## config.mk

```make
export PLATFORM = sky130hd
export DESIGN_NAME = temporizador_regressivo_mmss
export DESIGN_NICKNAME = d
export VERILOG_FILES = /design/src/rtl/temporizador_regressivo_mmss_pkg.sv /design/src/rtl/contador_decrescente_bcd.sv /design/src/rtl/temporizador_regressivo_mmss.sv
export SDC_FILE = /design/constraint.sdc
export NUM_CORES = 1
export LEC_CHECK = 0
export ABC_CLOCK_PERIOD_IN_PS = 2000
export CORE_MARGIN = 4
export CORE_UTILIZATION = 46
export DETAILED_ROUTE_END_ITERATION = 10
export PLACE_DENSITY_LB_ADDON = 0.3
export SLEW_MARGIN = 20
export SYNTH_ARGS = -nofsm -noshare
export SYNTH_HDL_FRONTEND = slang
export SYNTH_SLANG_ARGS = --single-unit
export TNS_END_PERCENT = 5
```

## constraint.sdc

```tcl
create_clock -name clock -period 2 [get_ports clock]
set_clock_uncertainty 0.05 [all_clocks]
set_input_delay 0.4 -clock clock [delete_from_list [all_inputs] [get_ports clock]]
set_output_delay 0.4 -clock clock [all_outputs]
set_load 0.05 [all_outputs]
```

## src/rtl/temporizador_regressivo_mmss_pkg.sv

```systemverilog
// Shared constants for the MM:SS countdown timer: state encoding, digit limits,
// BCD field offsets and the per-digit clamp used on load.
package temporizador_regressivo_mmss_pkg;

  typedef enum logic [1:0] {
    OCIOSO   = 2'd0,
    CONTANDO = 2'd1,
    PAUSADO  = 2'd2,
    FIM      = 2'd3
  } estado_t;

  localparam logic [3:0] LIM_UNI     = 4'd9;
  localparam logic [3:0] LIM_DEZ_SEG = 4'd5;

  localparam int SEG_UNI_LSB = 0;
  localparam int SEG_DEZ_LSB = 4;
  localparam int MIN_UNI_LSB = 8;
  localparam int MIN_DEZ_LSB = 12;

  function automatic logic [3:0] satura(input logic [3:0] d, input logic [3:0] lim);
    return (d > lim) ? lim : d;
  endfunction

endpackage

```

## src/rtl/contador_decrescente_bcd.sv

```systemverilog
// One BCD digit counting down; reloads MAX on borrow, rco requests a borrow upstream.
module contador_decrescente_bcd #(
  parameter logic [3:0] MAX = 4'd9
) (
  input  logic       clock,
  input  logic       reset,
  input  logic       ld,
  input  logic       en,
  input  logic [3:0] D,
  output logic [3:0] Q,
  output logic       rco
);

  assign rco = en && (Q == 4'd0);

  always_ff @(posedge clock) begin
    if (reset)   Q <= 4'd0;
    else if (ld) Q <= D;
    else if (en) Q <= (Q == 4'd0) ? MAX : Q - 4'd1;
  end

endmodule

```

## src/rtl/temporizador_regressivo_mmss.sv

```systemverilog
// MM:SS countdown timer: load preset, count down on tick, one-cycle fim at 00:00.
module temporizador_regressivo_mmss
  import temporizador_regressivo_mmss_pkg::*;
(
  input  logic        clock,
  input  logic        reset,
  input  logic        carregar,
  input  logic [15:0] dados,
  input  logic        iniciar,
  input  logic        pausar,
  input  logic        tick,
  output logic [15:0] Q,
  output logic        contando,
  output logic        fim
);

  estado_t     estado;
  logic [15:0] dados_sat;
  logic [4:0]  en;
  logic [3:0]  rco;
  logic        zero, aceita, ld, terminal;

  assign dados_sat[SEG_UNI_LSB +: 4] = satura(dados[SEG_UNI_LSB +: 4], LIM_UNI);
  assign dados_sat[SEG_DEZ_LSB +: 4] = satura(dados[SEG_DEZ_LSB +: 4], LIM_DEZ_SEG);
  assign dados_sat[MIN_UNI_LSB +: 4] = satura(dados[MIN_UNI_LSB +: 4], LIM_UNI);
  assign dados_sat[MIN_DEZ_LSB +: 4] = satura(dados[MIN_DEZ_LSB +: 4], LIM_UNI);

  assign zero   = (Q == 16'h0000);
  assign ld     = carregar && (estado == OCIOSO || estado == PAUSADO);
  // pausar wins over a same-cycle tick; 00:00 is never decremented
  assign aceita = (estado == CONTANDO) && tick && !pausar && !zero;

  assign en[0] = aceita;
  for (genvar i = 0; i < 4; i++) begin : g_dig
    localparam logic [3:0] LIM = (i == 1) ? LIM_DEZ_SEG : LIM_UNI;
    assign en[i+1] = rco[i];
    contador_decrescente_bcd #(.MAX(LIM)) u_dig (
      .clock (clock),
      .reset (reset),
      .ld    (ld),
      .en    (en[i]),
      .D     (dados_sat[4*i +: 4]),
      .Q     (Q[4*i +: 4]),
      .rco   (rco[i])
    );
  end

  // A borrow out of the top digit can only mean the count is exhausted
  assign terminal = aceita && ((Q == 16'h0001) || en[4]);

  always_ff @(posedge clock) begin
    if (reset) begin
      estado   <= OCIOSO;
      contando <= 1'b0;
      fim      <= 1'b0;
    end else begin
      case (estado)
        OCIOSO: begin
          fim <= 1'b0;
          if (!carregar && iniciar && !zero) begin
            estado   <= CONTANDO;
            contando <= 1'b1;
          end
        end
        CONTANDO: begin
          if (pausar) begin
            estado   <= PAUSADO;
            contando <= 1'b0;
          end else if (terminal) begin
            estado   <= FIM;
            contando <= 1'b0;
            fim      <= 1'b1;
          end
        end
        PAUSADO: begin
          if (carregar) begin
            estado <= OCIOSO;
          end else if (iniciar) begin
            estado   <= CONTANDO;
            contando <= 1'b1;
          end
        end
        default: begin
          estado   <= OCIOSO;
          contando <= 1'b0;
          fim      <= 1'b0;
        end
      endcase
    end
  end

endmodule

```

==> results.tsv, run 1 <==
metric	value	unit
outcome	finished, final reports clean	
cts-resized-gates	0	
vias_per_cell	6.19	
cts.sinks	20	
synth-seq-cells	20	
combPwrFrac	0.318	
die_w	61.4	microns
hold_path_class	reg -> reg	
syn_area_per_cell	8.63	sq um
die_h	61.4	microns
synth_commonest_cells	20 x dfxtp_1, 15 x nor2_1, 10 x a21oi_1	
dp_cells	229	
drive_gt1_frac	0.238	
nNetsFinal	225	
rows	19	
grt_pass1_wl	6090	microns
drtIter0Drc	100	
fin_crit	1960	ps
timing.final.crit_share	0.979	
drv_cap	0	
routabilityCongestion	0.801	
syn_inst	152	
met3_length	230	microns
crit_chain	clkdlybuf4s50_1	
multiInputGateArea	842	sq um
cts_root_buffer	clkbuf_4	
grt-ovfl-total	0	
ys.flop_type	dfxtp_1	
vias	1442	
hold_viol_final	0	
grt_antenna_before_repair	0	
intPower	0.788	mW
max_slew_margin	0.660	
critPathMaxStageDelay	820	ps
maxSlewViolCount	0	
crit_type	reg -> out	
synth_nets	174	
power_density	650	mW/mm^2
clk_latency	320	ps
routed.top_layer	met4	
final_cells	233	
wl_met2	1860	microns
num_antenna_cells	0	
setup_viol	0	
initial_core_util	0.480	
arrival	1510	ps
ys_seq_area_frac	0.305	
cts_buffers	3	
grt_max_degree	18	
clkTransAtPathRegs	130	ps
dpl.hpwl	2820	microns
wl	3690	microns
yosysWarnings	0	
crit_required	1550	ps
grt_usage	0.215	
synth_top_area_cell	dfxtp_1	
clkPwrFrac	0.288	
coreArea	0.00273	sq mm
tightest_slew	508	ps
regArea	400	sq um
grt_pass1_vias	1359	
finalPower	1.19	mW
fmax	0.510	GHz
p_seq_frac	0.394	
ys_types	54	
total_switching_power	0.404	mW
cp_max_fo	3	
io_pins	40	
avgRoutedWirePerCell	15.9	microns
crit_slowest_cell	clkdlybuf4s50_1	
synth.most_common_cell	dfxtp_1	
crit_family	buffers and inverters	
switching_share	0.339	
endpoint_kind	output port	
dieArea	0.00377	sq mm
drc	0	
numPortBuffers	39	
cts_buffer_depth	2	
cts.htree.levels	1	
ant_nets	0	
syn_to_final_growth	39.7	%
crit_path_start_kind	flop	
rsz0062_at_grt	false	
syn_area	0.00131	sq mm
hold_buffers	0	
dr.pass1.iters	4	
synth.area.top_cells	dfxtp_1 31%, nor4_4 4.9%, nor2_1 4.3%	
met1_length	1530	microns
power.leakage	0.701	nW
cts_tree	built	
postCtsSetupRepairBufs	0	
synth_edf_count	0	
synth_async_sr_flop_share	0	
ir_drop	0.442	mV
path_buf_inv	1	
fillers	237	
finalCoreUtilization	0.670	
synth_top_area_share	0.305	
==> cell type report <==
class                      instances  share of cell area
inverter                           6              0.0123
clock inverter                     1              0.0164
multi-input combinational        118               0.460
clock buffer                       3              0.0123
timing repair buffer              54               0.260
tap                               31              0.0212
sequential                        20               0.219
==> metrics by stage <==
stage               setup TNS (ps)  cell area (sq um)  hold WS [ps]  setup slack [ps]
floorplan                        0               1310           459               170
global placement              -860               1780           427              -135
detailed placement           -1480               1780           427              -202
CTS                              0               1830           454              33.7
global route                     0               1830           478              7.42
finish                           0               1830           453              41.0
==> flip-flops by register name, indices dropped and copies added, names as in the netlist <==
name           cells
g_dig.u_dig.Q     16
estado             2
contando           1
fim                1
==> kinds of logic (layout without fill, tap and decap cells) <==
group	after synthesis	after routing	synth area share
compound gates	53	53	0.292
xor+xnor	1	1	0.00668
buf+inv	14	64	0.0525
flops	20	20	0.305
mux	4	4	0.0315
simple gates	60	60	0.312
==> placed cells by master, fill, tap and decap left out, drive strengths merged, types with 2 or more instances in the layout <==
master / count
a211oi: 5
a21oi: 10
a221oi: 4
a311oi: 2
a31oi: 4
and4: 2
buf: 31
clkbuf: 3
clkdlybuf4s50: 23
dfxtp: 20
inv: 6
mux2i: 3
nand2: 7
nand2b: 2
nand3: 7
nand4: 3
nor2: 15
nor2b: 2
nor3: 5
nor4: 7
o211ai: 5
o21a: 2
o21ai: 9
o311ai: 2
o31ai: 2
o41ai: 2
or3: 2
==> power by group through the flow <==
| stage | sequential, mW | combinational [mW] | clock [mW] |
|---|---|---|---|
| after floorplan | 0.552 | 0.160 | 0 |
| after global placement | 0.476 | 0.370 | 0 |
| after detailed placement | 0.478 | 0.378 | 0 |
| after CTS | 0.469 | 0.380 | 0.352 |
| after global routing | 0.475 | 0.406 | 0.372 |
| final | 0.469 | 0.379 | 0.343 |
==> routing by layer <==
layer | up-vias | global-route usage
met5 | - | 0
met4 | 0 | 0.100
met3 | 7 | 0.0377
met2 | 49 | 0.356
met1 | 682 | 0.271
li1 | 704 | -
==> worst min-delay path: cells and delay by family (launching register included) <==
family	cells	cell delay, ps
flops	1	370
compound gates	1	40
simple gates	1	70
==> final timing paths <==
kind	slack [ps]	cells past startpoint	endpoint	from
setup / recovery	40	1	contando	contando
setup reg to reg	190	4	fim	g_dig[3].u_dig.Q[1]
hold reg to reg	450	2	g_dig[1].u_dig.Q[3]	g_dig[1].u_dig.Q[3]
hold / removal	450	2	g_dig[1].u_dig.Q[3]	g_dig[1].u_dig.Q[3]
(Power assumes the default switching activity.)
==> run 2, diff against run 1 <==
==> constraint.sdc (replaced) <==
create_clock -name clock -period 2 [get_ports clock]
set_clock_uncertainty 0.05 [all_clocks]
set_input_delay 0.6 -clock clock [delete_from_list [all_inputs] [get_ports clock]]
set_output_delay 0.6 -clock clock [all_outputs]
set_load 0.05 [all_outputs]
==> run 2 against run 1 <==
Compared with the run above: power fell by 1.1%; sequential cell count is the same; register-to-register slack got worse by 50 ps; largest cell class unchanged; combinational power increased by 22%.
==> results.tsv, run 2 (synthesis results as in run 1) <==
metric	value	unit	change
setup_viol	0		unchanged
regMostFlops	g_dig.u_dig.Q		
crit_path_start_kind	input port		
clkPwrFrac	0.207		-0.081
fin_crit	1880	ps	-82.7 ps
cts.htree.levels	1		unchanged
syn_to_final_growth	57.0	%	
initial_core_util	0.480		unchanged
vias	1501		+4.1%
timing.final.crit_share	0.938		-0.0414
fmax	0.533	GHz	+4.4%
hold_buffers	0		unchanged
power_density	573	mW/mm^2	-12%
die_h	61.4	microns	unchanged
clk_latency	310	ps	about the same
intPower	0.754	mW	-4.3%
hold_depth	2		unchanged
arrival	2060	ps	+550 ps
power.leakage	0.789	nW	+13%
drv_cap	0		unchanged
fillers	183		-23%
grt_usage	0.237		+0.0218
coreArea	0.00273	sq mm	unchanged
drive_gt1_frac	0.289		+0.0515
grt_antenna_before_repair	0		unchanged
tightest_slew	576	ps	+68.1 ps
outcome	finished, final reports clean		
rsz0062_at_grt	false		
max_slew_margin	0.612		-0.0479
combPwrFrac	0.393		+0.075
cts_tree	built		
crit_type	in -> reg		
numPortBuffers	39		unchanged
total_switching_power	0.424	mW	+5.2%
num_antenna_cells	0		unchanged
wl	4080	microns	+10%
nNetsFinal	234		+4.0%
ir_drop	0.479	mV	+8.4%
hold_path_class	reg -> reg		
grt_pass1_vias	1433		+5.4%
mostFrequentLayoutCells	28 x buf_4, 20 x dfxtp_1, 19 x clkdlybuf4s50_1		
cp_max_fo	8		+5
finalCoreUtilization	0.753		+0.0828
drc	0		unchanged
switching_share	0.360		+0.0213
finalPower	1.18	mW	-1.1%
vias_per_cell	6.20		+0.22%
drtIter0Drc	100		unchanged
grt-ovfl-total	0		unchanged
cts_buffer_depth	2		unchanged
cts.sinks	20		unchanged
avgRoutedWirePerCell	16.8	microns	+6.2%
largest_reg_flops	16		unchanged
cts-resized-gates	5		+5
dieArea	0.00377	sq mm	unchanged
crit_required	2180	ps	+630 ps
grt_max_degree	18		unchanged
hold_viol_final	0		unchanged
cts_root_buffer	clkbuf_4		
clkTransAtPathRegs	120	ps	about the same
ant_nets	0		unchanged
endpoint_kind	flop		
maxSlewViolCount	0		unchanged
ff2ff_path_depth	4		unchanged
grt_pass1_wl	6710	microns	+10%
io_pins	40		unchanged
cts_buffers	3		unchanged
routabilityCongestion	0.836		+4.4%
postCtsSetupRepairBufs	0		unchanged
dpl.hpwl	3030	microns	+7.1%
top_regs	g_dig.u_dig.Q x16, estado x2		
die_w	61.4	microns	unchanged
dr.pass1.iters	4		unchanged
rows	19		unchanged
layout_commonest_cell	buf_4		
p_seq_frac	0.400		+0.006
## run 2: cell types whose count changed in the layout (fill, tap and decap cells not counted), sizes merged
| cell | change |
|---|---|
| clkdlybuf4s50 | -4 |
| dlygate4sd2 | +2 |
| bufinv | -1 |
| clkbuf | +1 |
| buf | +11 |
## run 2: stage by stage
stage	instance area [sq um]	hold WS [ps]	worst slack [ps]	std cells	setup TNS (ps)
detailed placement	2000	428	-383	238	-5100
global route	2060	478	42.4	242	0
CTS	2060	465	142	242	0
global placement	2000	425	-347	238	-4120
floorplan	1310	568	170	152	0
finish	2060	468	124	242	0
## run 2: final timing paths
kind	from	to	slack, ps
worst max register to register	g_dig[1].u_dig.Q[0]	estado[1]	140
worst max-delay path	pausar	g_dig[1].u_dig.Q[0]	120
worst min register to register	g_dig[1].u_dig.Q[3]	g_dig[1].u_dig.Q[3]	470
worst min-delay path	g_dig[1].u_dig.Q[3]	g_dig[1].u_dig.Q[3]	470
## run 2: per-layer routing
metal	track usage	routed length, microns	vias up
li1	-	-	723
met1	0.290	1680	723
met2	0.423	2150	51
met3	0.0314	206	4
met4	0.0848	43	0
met5	0	0	-
## run 2: layout make-up
type / instances / area [sq um] / share of cell area
multi-input combinational: 118 / 862 / 0.419
timing repair buffer: 63 / 698 / 0.339
sequential: 20 / 400 / 0.195
tap: 31 / 38.8 / 0.0188
clock buffer: 4 / 36.3 / 0.0176
inverter: 6 / 22.5 / 0.0109
## run 2: worst max-delay path, cell delays in order
cell and delay (ps):
dlygate4sd2_1 310, nor4bb_2 300, buf_4 220, nand2_4 50
or3_1 330, a311oi_2 240
## run 2: power by group through the flow
stage	registers, mW	logic, mW	clock network, mW
6_report	0.471	0.463	0.245
5_1_grt	0.476	0.490	0.270
4_1_cts	0.470	0.459	0.244
3_5_place_dp	0.479	0.451	0
3_3_place_gp	0.477	0.442	0
2_1_floorplan	0.552	0.160	0
==> run 3, diff against run 2 <==
Settings changed: SYNTH_HIERARCHICAL set to 1.
==> run 3 against run 2 <==
Compared with the run above: the flow now finishes with violations (setup timing); utilization up 9.3 points; highest routed layer unchanged; combinational power about the same; synthesized cell count is 0.66% lower; cell count rose by 9.9%; critical path type unchanged; register-to-register slack lost 1100 ps; sequential cell count is the same; critical path depth increased by 8; first-iteration DRC count is 44% lower.
==> results.tsv, run 3 <==
metric	value	unit	change
outcome	complete, but fails checks		
violations	setup timing		
fin_crit	2960	ps	+1080 ps
die_h	60.7	microns	-1.1%
rows	18		-1
drive_gt1_frac	0.475		+0.185
finalPower	1.25	mW	+6.1%
largest_reg_flops	16		unchanged
rsz0062_at_grt	true		
grt_antenna_before_repair	0		unchanged
power.leakage	0.907	nW	+15%
dpl.hpwl	3120	microns	+3.2%
synth_edf_count	0		unchanged
fmax	0.338	GHz	-37%
cp_max_fo	2		-6
ant_nets	0		unchanged
syn_inst	151		-0.66%
grt_pass1_vias	1641		+15%
nNetsFinal	259		+11%
crit_required	2140	ps	-40 ps
reg2reg_from	g_dig[2].u_dig/Q[1]		
layout_commonest_cell	buf_4		
endpoint_kind	flop		
synth-seq-cells	20		unchanged
maxSlewViolCount	0		unchanged
mostFrequentLayoutCells	62 x buf_4, 19 x clkdlybuf4s50_1, 15 x nand2_1, 15 x dfxtp_4, 13 x nor2_1		
arrival	3110	ps	+1050 ps
cts.htree.levels	1		unchanged
dr.pass1.iters	4		unchanged
syn_area	0.00128	sq mm	-2.6%
grt_max_degree	13		-5
power_density	576	mW/mm^2	+0.58%
cts.sinks	20		unchanged
drc	0		unchanged
ys_types	35		-35%
numPortBuffers	39		unchanged
clk_latency	300	ps	about the same
ys.flop_type	dfxtp_1		
avgRoutedWirePerCell	16.9	microns	+0.13%
routabilityCongestion	0.850		+1.7%
grt_usage	0.264		+0.0275
fin_ws	-961	ps	-1080 ps
r2r-end	contando		
ir_drop	0.601	mV	+25%
fillers	145		-21%
ys_seq_area_frac	0.313		+0.00807
setup_viol	17		+17
die_w	60.7	microns	-1.1%
synth_top_area_share	0.313		+0.00807
r2r_slack	-940	ps	-1080 ps
drv_cap	0		unchanged
drtIter0Drc	56		-44%
hold_path_class	reg -> reg		
top_regs	g_dig.u_dig/Q x16, estado x2		
coreArea	0.00257	sq mm	-6.1%
hold_depth	2		unchanged
crit_type	in -> reg		
grt_pass1_wl	7250	microns	+7.9%
dieArea	0.00368	sq mm	-2.2%
timing.final.crit_share	1.48		+0.542
regMostFlops	g_dig.u_dig/Q		
synth.area.top_cells	dfxtp_1 31%, nor4b_4 5.6%, nor2b_1 5.4%		
crit_path_start_kind	input port		
synth_nets	173		-0.57%
yosysWarnings	6		+6
synth.most_common_cell	dfxtp_1		
clkTransAtPathRegs	120	ps	about the same
finalCoreUtilization	0.846		+0.0931
min_from	fim		
syn_area_per_cell	8.46	sq um	-1.9%
ff2ff_path_depth	14		+10
cts_tree	built		
num_antenna_cells	0		unchanged
wl	4490	microns	+10%
hold_end	fim		
initial_core_util	0.498		+0.0179
grt-ovfl-total	0		unchanged
synth_top_area_cell	dfxtp_1		
io_pins	40		unchanged
hold_buffers	0		unchanged
cts_root_buffer	clkbuf_4		
cts_buffer_depth	2		unchanged
vias_per_cell	5.78		-6.8%
vias	1538		+2.5%
hold_viol_final	0		unchanged
cts_buffers	3		unchanged
synth_commonest_cells	20 x dfxtp_1, 16 x nand2_1, 14 x nor2_1		
synth_async_sr_flop_share	0		unchanged
syn_to_final_growth	70.0	%	
==> run 3: timing repair <==
item                                    in CTS  in global routing
gates resized for setup                      9                  5
endpoints found under the setup margin      16                 18
buffers inserted                             6                  1
pin swaps                                   11                  6
==> run 3: where the power goes <==
| part | internal, mW | total (mW) | switching (mW) | leakage [nW] |
|---|---|---|---|---|
| Combinational | 0.198 | 0.466 | 0.268 | 0.704 |
| Sequential | 0.426 | 0.449 | 0.0236 | 0.175 |
| Clock | 0.202 | 0.336 | 0.133 | 0.0279 |
==> run 3: critical path, stage by stage <==
cell and delay (ps):
buf_2 110, nor2_2 140, o2111a_1 240, nor4b_4 240, nor2b_4 230, nand2b_4 70, nor4_4 170, nor4b_4 290
nor2b_4 200, nor4b_4 240, nor2b_4 210, nand2_2 50, mux2i_2 210, o22ai_1 100
==> run 3: how the worst max path moves through the flow <==
| stage | from | to | slack (ps) | cells after the start |
|---|---|---|---|---|
| CTS | g_dig[2].u_dig/Q[1] | contando | -910 | 14 |
| detailed placement | pausar | contando | -1510 | 14 |
| finish | pausar | contando | -960 | 14 |
| global route | g_dig[2].u_dig/Q[1] | estado[1] | -1090 | 14 |
| floorplan | pausar | contando | -1100 | 13 |
| global placement | pausar | contando | -1340 | 14 |
==> run 3: final cells by class <==
cell class / count / area, sq um / area share
Clock buffer: 3 / 22.5 / 0.0104
Clock inverter: 1 / 30.0 / 0.0138
Inverter: 11 / 41.3 / 0.0190
Multi-Input combinational cell: 117 / 893 / 0.411
Sequential cell: 20 / 458 / 0.211
Tap cell: 30 / 37.5 / 0.0173
Timing Repair Buffer: 84 / 689 / 0.317
==> run 3: metrics by stage <==
step	hold slack, ps	setup slack (ps)	std cells	cell area, sq um	setup TNS (ps)
5_1_grt	443	-1090	266	2170	-10690
3_5_place_dp	417	-1510	255	2040	-16560
6_report	423	-961	266	2170	-8480
3_3_place_gp	398	-1340	255	2040	-15020
2_1_floorplan	442	-1100	151	1370	-8310
4_1_cts	428	-911	265	2140	-8160
==> run 3: cells by family after synthesis <==
kind of cell / synth area share
buf+inv: 0.0411
flops: 0.313
simple gates: 0.348
other cells: 0.00294
xor+xnor: 0.0480
mux: 0.0157
compound gates: 0.231
==> run 3: per-layer routing <==
layer	wire length [microns]	GRT usage	vias up
li1	-	-	715
met1	1750	0.271	747
met2	2350	0.505	62
met3	254	0.0511	14
met4	131	0.127	0
met5	0	0	-
